===== src/rtl/program_loader_pkg.sv =====
// Shared types and constants for the boot-time program loader.
// Frame: HEADER, N, 2N payload bytes (high byte first), XOR checksum.
package program_loader_pkg;

   localparam int BYTE_W = 8;
   localparam int WORD_W = 16;
   localparam int LEN_W  = 8;

   localparam logic [BYTE_W-1:0] HEADER_DEF = 8'hA5;

   typedef enum logic [2:0] {
      ST_IDLE = 3'd0,
      ST_LEN  = 3'd1,
      ST_HI   = 3'd2,
      ST_LO   = 3'd3,
      ST_CHK  = 3'd4,
      ST_DONE = 3'd5,
      ST_ERR  = 3'd6
   } state_e;

   function automatic logic in_frame(input state_e s);
      return (s == ST_LEN) || (s == ST_HI) || (s == ST_LO) || (s == ST_CHK);
   endfunction

endpackage


===== src/rtl/program_loader_timeout.sv =====
// Clearable saturating idle counter; expire_o flags TIMEOUT-1 idle cycles
// while run_i is high. Requires TIMEOUT >= 2.
module program_loader_timeout #(
   parameter int TIMEOUT = 1024
) (
   input  logic clock,
   input  logic reset_n,
   input  logic run_i,
   input  logic clear_i,
   output logic expire_o
);

   localparam int CW = $clog2(TIMEOUT);
   localparam logic [CW-1:0] LAST = CW'(TIMEOUT - 1);

   logic [CW-1:0] cnt_q;
   logic [CW-1:0] cnt_d;

   always_comb begin
      cnt_d = cnt_q;
      if (clear_i || !run_i) begin
         cnt_d = '0;
      end else if (cnt_q != LAST) begin
         cnt_d = cnt_q + 1'b1;
      end
   end

   always_ff @(posedge clock or negedge reset_n) begin
      if (!reset_n) begin
         cnt_q <= '0;
      end else begin
         cnt_q <= cnt_d;
      end
   end

   assign expire_o = run_i && (cnt_q == LAST);

endmodule


===== src/rtl/program_loader.sv =====
// Loads a framed byte stream into instruction memory and releases the
// processor (cpu_run) only after a complete frame with a good checksum.
module program_loader
   import program_loader_pkg::*;
#(
   parameter int                ADDR_W  = 8,
   parameter int                TIMEOUT = 1024,
   parameter logic [BYTE_W-1:0] HEADER  = HEADER_DEF
) (
   input  logic              clock,
   input  logic              reset_n,
   input  logic              rx_valid,
   input  logic [BYTE_W-1:0] rx_data,
   output logic              rx_ready,
   output logic              imem_we,
   output logic [ADDR_W-1:0] imem_addr,
   output logic [WORD_W-1:0] imem_wdata,
   output logic [ADDR_W:0]   words_loaded,
   output logic              cpu_run,
   output logic              load_done,
   output logic              load_err
);

   localparam int MAX_WORDS = 1 << ADDR_W;

   state_e              state_q;
   logic                rdy_q;
   logic                we_q;
   logic [ADDR_W-1:0]   addr_q;
   logic [WORD_W-1:0]   wdata_q;
   logic [ADDR_W:0]     words_q;
   logic [LEN_W-1:0]    len_q;
   logic [BYTE_W-1:0]   hi_q;
   logic [BYTE_W-1:0]   chk_q;
   logic                run_q;

   logic                accept;
   logic                tmo_expire;
   logic                last_word;

   assign accept    = rx_valid && rdy_q;
   assign last_word = (int'(words_q) + 1) == int'(len_q);

   program_loader_timeout #(
      .TIMEOUT (TIMEOUT)
   ) u_timeout (
      .clock    (clock),
      .reset_n  (reset_n),
      .run_i    (in_frame(state_q)),
      .clear_i  (accept),
      .expire_o (tmo_expire)
   );

   always_ff @(posedge clock or negedge reset_n) begin
      if (!reset_n) begin
         state_q <= ST_IDLE;
         rdy_q   <= 1'b0;
         we_q    <= 1'b0;
         addr_q  <= '0;
         wdata_q <= '0;
         words_q <= '0;
         len_q   <= '0;
         hi_q    <= '0;
         chk_q   <= '0;
         run_q   <= 1'b0;
      end else begin
         rdy_q <= 1'b1;
         we_q  <= 1'b0;
         // cpu_run trails DONE by one cycle; a restart from DONE overrides it below
         run_q <= (state_q == ST_DONE);
         if (accept) begin
            unique case (state_q)
               ST_IDLE: begin
                  if (rx_data == HEADER) begin
                     state_q <= ST_LEN;
                     words_q <= '0;
                     chk_q   <= '0;
                  end
               end
               ST_LEN: begin
                  len_q <= rx_data;
                  if (rx_data == '0 || int'(rx_data) > MAX_WORDS) begin
                     state_q <= ST_ERR;
                  end else begin
                     state_q <= ST_HI;
                  end
               end
               ST_HI: begin
                  hi_q    <= rx_data;
                  chk_q   <= chk_q ^ rx_data;
                  state_q <= ST_LO;
               end
               ST_LO: begin
                  chk_q   <= chk_q ^ rx_data;
                  we_q    <= 1'b1;
                  addr_q  <= words_q[ADDR_W-1:0];
                  wdata_q <= {hi_q, rx_data};
                  words_q <= words_q + 1'b1;
                  state_q <= last_word ? ST_CHK : ST_HI;
               end
               ST_CHK: begin
                  state_q <= (rx_data == chk_q) ? ST_DONE : ST_ERR;
               end
               ST_DONE, ST_ERR: begin
                  if (rx_data == HEADER) begin
                     state_q <= ST_LEN;
                     words_q <= '0;
                     chk_q   <= '0;
                     run_q   <= 1'b0;
                  end
               end
               default: state_q <= ST_IDLE;
            endcase
         end else if (tmo_expire) begin
            state_q <= ST_ERR;
         end
      end
   end

   assign rx_ready     = rdy_q;
   assign imem_we      = we_q;
   assign imem_addr    = addr_q;
   assign imem_wdata   = wdata_q;
   assign words_loaded = words_q;
   assign cpu_run      = run_q;
   assign load_done    = (state_q == ST_DONE);
   assign load_err     = (state_q == ST_ERR);

endmodule


===== config.mk =====
export PLATFORM = sky130hd
export DESIGN_NAME = program_loader
export DESIGN_NICKNAME = d
export VERILOG_FILES = /design/src/rtl/program_loader_pkg.sv /design/src/rtl/program_loader_timeout.sv /design/src/rtl/program_loader.sv
export SDC_FILE = /design/constraint.sdc
export NUM_CORES = 1
export LEC_CHECK = 0
export BUFFER_PORTS_ARGS = -buffer_cell sky130_fd_sc_hd__clkbuf_2
export CAP_MARGIN = 20
export CORE_MARGIN = 10
export CORE_UTILIZATION = 45
export DETAILED_ROUTE_END_ITERATION = 7
export GPL_TIMING_DRIVEN = 0
export SYNTH_ARGS = -nofsm -noshare
export SYNTH_HDL_FRONTEND = slang
export SYNTH_HIERARCHICAL = 1
export SYNTH_SLANG_ARGS = --single-unit

===== constraint.sdc =====
create_clock -name clock -period 5.8 [get_ports clock]
set_input_delay 1.16 -clock clock [delete_from_list [all_inputs] [get_ports clock]]
set_output_delay 1.16 -clock clock [all_outputs]
set_load 0.03 [all_outputs]

==> results.yml, run 1 <==
status:
  outcome: "completed"
sta:
  period_share: 0.466
  worst_pin_slew_ps: 933
  fin_setup_tns_ps: 0
  finalClockSkew_ps: 7.64
  finalSetupViolCount: 0
  clock.fmax_ghz: 0.370
  hold_ws_ps: 473
  finalHoldViolations: 0
  slew_violations: 0
  relSlewSlack: 0.373
  finalCriticalPeriod_ps: 2700
  rsz0062_at_grt: "no"
detailed_routing:
  drt-initial-drc-count: 119
  vias: 2895
  drc: 0
  first_pass_iters: 4
  via_per_inst: 5.38
  post_drt_wl_per_cell_um: 16.3
  routed_wl_mm: 8.76
  detail-route-antenna-nets: 0
synthesis:
  synthXorXnorAreaFrac: 0.0550
  synthSimpleGateAreaFrac: 0.213
  ys.flop_type: "dfrtp_1"
  yosysMostFrequentCell: "nand2_1"
  synthAdderAreaFrac: 0.00684
  synth_top_area_share: 0.499
  ys_seq_area_frac: 0.499
  synth_top_cell_by_area: "dfrtp_1"
  yosys-top-cells-count: "nand2_1, dfrtp_1, o21ai_0"
  synthMuxAreaShare: 0.0615
  avgSynthCellArea_um2: 9.87
  synth_cell_type_count: 55
  synth_fp_nets: 384
  ys_async_sr_fraction: 1.00
  synth_area_leaders: "dfrtp_1, nand2_1, mux2_2, xnor2_1, o21ai_0"
  ys_warn_count: 6
  syn-cell-area_mm2: 0.00366
  synth-seq-cells: 73
  synthCells: 371
  synth_top_family_by_area: "simple AND/OR/NAND/NOR gates"
  synth_edf_count: 0
  synth_compound_area_frac: 0.132
cells_and_area:
  diodes: 0
  syn_to_final_growth_pct: 16.6
  nFillCells: 745
  drive_gt1_frac: 0.236
  final_nets: 444
global_route:
  antenna_found_initial: 0
  grt_max_degree: 56
  use_met1: 0.211
  grt_pass1_wl_mm: 14.2
  globalRouteMet3Util: 0.0371
  top_usage_layer: "met2"
  gr-usage-all-layers: 0.148
  grt.met2_usage: 0.213
  grt_pass1_vias: 2709
  overflow: 0
setup_path:
  worstPathRequired_ps: 6020
  cp_data_arrival_time_ps: 2930
  cp-end-kind: "register"
  critical_path_class: "in -> reg"
  crit_start: "rx_data[6]"
  r2r_setup_slack_ps: 3530
  r2r-start: "words_loaded[0]"
  worst_r2r_path_depth: 7
  cp-start-kind: "input port"
  critPathCapture: "words_loaded[5]"
  regToRegEndpoint: "state_q[2]"
  worstPathMaxFanout: 9
floorplan:
  start_util: 0.469
  core_mm2: 0.00781
  num_io_pins: 49
  row_count: 32
  die_w_um: 110
  dieArea_mm2: 0.0121
  die_h_um: 110
placement:
  dpl.hpwl_mm: 6.08
  globalplace.congestion: 0.842
  port-buffer-count: 48
clocking:
  clkTransAtPathRegs_ps: 90
  clk_latency_ps: 350
  holdBufCountCts: 0
  cts_max_level: 3
  clockBufferDepth: 2
  cts_tree: "built"
  cts_resized: 0
  cts_root_buf: "clkbuf_8"
  numCtsBuffers: 9
  postCtsSetupRepairBufs: 0
  cts.sinks: 73
pwr:
  ir_drop_mv: 0.252
  leakagePower_nw: 2.05
  p_per_area_mw_per_mm2: 449
flow_run:
  max_cap_viol_count: 0
worst_hold_path:
  hold_class: "reg -> reg"
[state kept, by name, summed over array words and instances, names as in the netlist]
name	count
chk_q	8
cpu_run	1
hi_q	8
imem_addr	8
imem_wdata	16
imem_we	1
len_q	8
rx_ready	1
state_q	3
u_timeout/cnt_q	10
words_loaded	9
[worst min path at each step]
stage	from	to	slack [ps]	cells past startpoint
after floorplan	hi_q[2]	imem_wdata[10]	430	2
after global placement	hi_q[6]	imem_wdata[14]	450	2
after detailed placement	hi_q[4]	imem_wdata[12]	460	2
after CTS	hi_q[4]	imem_wdata[12]	480	2
after global routing	imem_wdata[11]	imem_wdata[11]	500	2
final	hi_q[4]	imem_wdata[12]	470	2
[layer usage]
| layer | share of wire | up-vias |
|---|---|---|
| li1 | - | 1411 |
| met1 | 0.50 | 1411 |
| met2 | 0.43 | 64 |
| met3 | 0.058 | 9 |
| met4 | 0.013 | 0 |
| met5 | 0 | - |
[per-stage QoR]
| stage | util | instances | cell area, um2 | total power, mW | worst slack [ps] |
|---|---|---|---|---|---|
| 2_1_floorplan | - | 371 | 3660 | 1.30 | 3370 |
| 3_3_place_gp | 0.516 | 521 | 4030 | 1.48 | 2760 |
| 3_5_place_dp | 0.520 | 522 | 4060 | 1.50 | 2770 |
| 4_1_cts | 0.547 | 538 | 4270 | 1.94 | 3080 |
| 5_1_grt | 0.547 | 538 | 4270 | 2.04 | 2950 |
| 6_report | 0.547 | 538 | 4270 | 1.92 | 3100 |
[report_power, final]
part	internal (mW)	leakage (nW)	total, mW	switching, mW
registers	0.662	0.968	0.773	0.111
clock network	0.216	0.104	0.427	0.211
logic	0.291	0.981	0.718	0.427
[worst max-delay path: stages]
cell and delay [ps]:
clkbuf_2 170, nor4_1 490, nand2_1 200, a21oi_4 270
o21ai_1 300, o21ai_0 230, o21ai_0 100
[cells by family (layout without fill, tap and decap cells)]
group	after synthesis	in the layout
DFF	73	73
buffers and inverters	22	87
AOI/OAI and AO/OA	67	67
and+or+nand+nor	163	163
adders and majority gates	2	2
muxes	20	20
other	1	1
xor gates and xnor gates	23	23
[cells in the final DEF (no fill, tap or decap), types with 2 or more instances in the layout]
master     count
a21oi_1        6
a22o_1         2
a31oi_1        6
a41oi_1        2
and2_1         4
and3_1         7
and4_1         3
buf_2          6
buf_6          3
clkbuf_1       6
clkbuf_2      49
clkbuf_8      10
dfrtp_1       73
ha_1           2
inv_1          4
inv_6          3
mux2_2        16
mux2i_1        3
nand2_1       94
nand2b_1      12
nand3_1        6
nand4_1        7
nor2_1         9
nor2b_1        3
nor3_1         5
nor4_1         6
o211ai_1       2
o21ai_0       24
o2bb2ai_1      7
o311a_1        2
o31ai_1        2
xnor2_1       16
xor2_1         7
[final cells by class]
| type | instances | area, um2 | area share |
|---|---|---|---|
| buffer | 18 | 100 | 0.0234 |
| clock buffer | 10 | 138 | 0.0322 |
| clock inverter | 6 | 72.6 | 0.0170 |
| inverter | 4 | 15.0 | 0.00352 |
| multi-input combinational | 276 | 1720 | 0.403 |
| sequential | 73 | 1830 | 0.428 |
| tap | 102 | 128 | 0.0299 |
| timing repair buffer | 49 | 270 | 0.0633 |
Note: power is estimated with default switching activity, not from simulation.
==> run 2, diff against run 1 <==
Settings changed: ABC_AREA set to 1.
Clock period 5.8 ns to 2.8 ns, I/O delays scaled along.
==> results.yml, run 2 <==
placement:
  dpl.hpwl_mm: 6.45
  port-buffer-count: 48
  globalplace.congestion: 0.839
sta:
  finalHoldViolations: 0
  finalClockSkew_ps: 13.3
  finalCriticalPeriod_ps: 1920
  slew_violations: 0
  rsz0062_at_grt: "no"
  finalSetupViolCount: 0
  period_share: 0.686
  clock.fmax_ghz: 0.520
  fin_setup_tns_ps: 0
synthesis:
  synth_compound_area_frac: 0.0807
  synth_cell_type_count: 33
  synthAdderAreaFrac: 0.00678
  synth_top_family_by_area: "simple AND/OR/NAND/NOR gates"
  synthCells: 461
  synth_fp_nets: 474
  synth_area_leaders: "dfrtp_1, nand2_1, nand3_1, inv_1, o21ai_0"
  synth_top_area_share: 0.495
  synth-seq-cells: 73
  synthXorXnorAreaFrac: 0.0190
  synthSimpleGateAreaFrac: 0.321
  synth_top_cell_by_area: "dfrtp_1"
  ys_seq_area_frac: 0.495
  synth_edf_count: 0
  ys_async_sr_fraction: 1.00
  syn-cell-area_mm2: 0.00369
  ys.flop_type: "dfrtp_1"
  yosysMostFrequentCell: "nand2_1"
  avgSynthCellArea_um2: 8.00
  ys_warn_count: 6
  synthMuxAreaShare: 0
  yosys-top-cells-count: "nand2_1, dfrtp_1, nand3_1"
setup_path:
  crit_start: "state_q[0]"
  crit_buf_inv: 3
  worstPathRequired_ps: 2240
  cp-end-kind: "output port"
  cp_data_arrival_time_ps: 1360
  cpPeakStageDelay_ps: 380
  cp_top_family: "buffers and inverters"
  critical_path_class: "reg -> out"
  worstPathMaxFanout: 8
  cp-start-kind: "register"
  cp_slowest_cell: "dfrtp_1"
  crit_chain: "buf_6 > inv_4 > nand2_2 > nor2_4 > clkbuf_2"
  r2r-start: "words_loaded[0]"
global_route:
  antenna_found_initial: 0
  gr-usage-all-layers: 0.143
  grt_pass1_wl_mm: 14.8
  overflow: 0
  grt_max_degree: 49
  grt_pass1_vias: 3117
clocking:
  cts.sinks: 73
  clockBufferDepth: 2
  postCtsSetupRepairBufs: 0
  cts_root_buf: "clkbuf_8"
  cts_tree: "built"
  numCtsBuffers: 9
  holdBufCountCts: 0
  cts_resized: 0
  clk_latency_ps: 350
  clkTransAtPathRegs_ps: 80
  cts_max_level: 3
worst_hold_path:
  hold_class: "in -> async"
floorplan:
  die_h_um: 111
  dieArea_mm2: 0.0122
  num_io_pins: 49
  die_w_um: 111
  start_util: 0.470
  row_count: 32
  core_mm2: 0.00785
flow_run:
  max_cap_viol_count: 0
cells_and_area:
  syn_to_final_growth_pct: 15.8
  diodes: 0
  final_nets: 534
  nFillCells: 776
  drive_gt1_frac: 0.198
  layout_commonest_cell: "nand2_1"
  largest_reg_flops: 16
  final_cell_mix: "nand2_1, dfrtp_1, nand3_1"
pwr:
  power_frac_seq: 0.388
  clkPwrFrac: 0.177
  p_sw_mw: 2.03
  cellInternalPower_mw: 2.38
  p_sw_frac: 0.460
  p_per_area_mw_per_mm2: 1030
  fin_total_pwr_mw: 4.42
  leakagePower_nw: 2.22
  combinationalPowerShare: 0.434
  ir_drop_mv: 0.573
detailed_routing:
  via_per_inst: 4.93
  routed_wl_mm: 8.59
  detail-route-antenna-nets: 0
  first_pass_iters: 4
  vias: 3097
  drc: 0
  post_drt_wl_per_cell_um: 13.7
  drt-initial-drc-count: 99
status:
  outcome: "completed"
[run 2: final cells by class]
| class | instances | area (um2) | share of cell area |
|---|---|---|---|
| multi-input cells | 326 | 1580 | 0.370 |
| clock buffers | 9 | 124 | 0.0290 |
| clock inverters | 7 | 60.1 | 0.0141 |
| flip-flops and latches | 73 | 1830 | 0.428 |
| plain buffers | 10 | 78.8 | 0.0185 |
| inverters | 52 | 201 | 0.0472 |
| well taps | 102 | 128 | 0.0299 |
| repair buffers | 49 | 270 | 0.0633 |
[run 2: final timing paths]
path / end / slack (ps) / cells past startpoint
hold reg to reg: imem_wdata[13] / 480 / 2
setup / recovery: load_err / 880 / 5
hold / removal: words_loaded[3] / 160 / 1
max in group asynchronous: chk_q[5] / 2100 / 2
min in group clock: imem_wdata[13] / 480 / 2
setup reg to reg: state_q[1] / 920 / 14
[run 2: cells by family (layout without fill, tap and decap cells)]
family | Yosys count | in the layout
other | 1 | 1
XOR/XNOR | 8 | 8
AND/OR/NAND/NOR | 264 | 264
adder cells (fa/ha/maj) | 2 | 2
buffers and inverters | 62 | 127
AO/OA/AOI/OAI | 51 | 51
flip-flops | 73 | 73
[run 2: power by group through the flow]
stage          clock [mW]  sequential [mW]  combinational (mW)
3_5_place_dp            0             1.74                1.94
2_1_floorplan           0             2.00                1.15
5_1_grt             0.865             1.77                2.16
6_report            0.782             1.72                1.92
4_1_cts             0.810             1.72                1.95
3_3_place_gp            0             1.73                1.90
[run 2: routing by layer]
metal / vias to the layer above / part of all wire / global-route usage
met4: 0 / 0.020 / 0.0579
met5: - / 0 / 0
li1: 1597 / - / -
met2: 62 / 0.48 / 0.228
met1: 1424 / 0.45 / 0.183
met3: 14 / 0.053 / 0.0330
[run 2: metrics by stage]
step           area (um2)  setup WS, ps  std cells  hold slack, ps   util
2_1_floorplan        3690          1020        461             264      -
3_3_place_gp         4060           489        611             454  0.517
3_5_place_dp         4090           785        612             458  0.521
4_1_cts              4270           848        628             150  0.544
5_1_grt              4270           676        628             160  0.544
6_report             4270           878        628             155  0.544
[run 2: worst register-to-register path, delay by kind of cell (launching register included)]
family	cells	cell delay, ps
AND/OR/NAND/NOR	11	930
flip-flops	1	450
adder cells (fa/ha/maj)	1	240
buffers and inverters	2	160
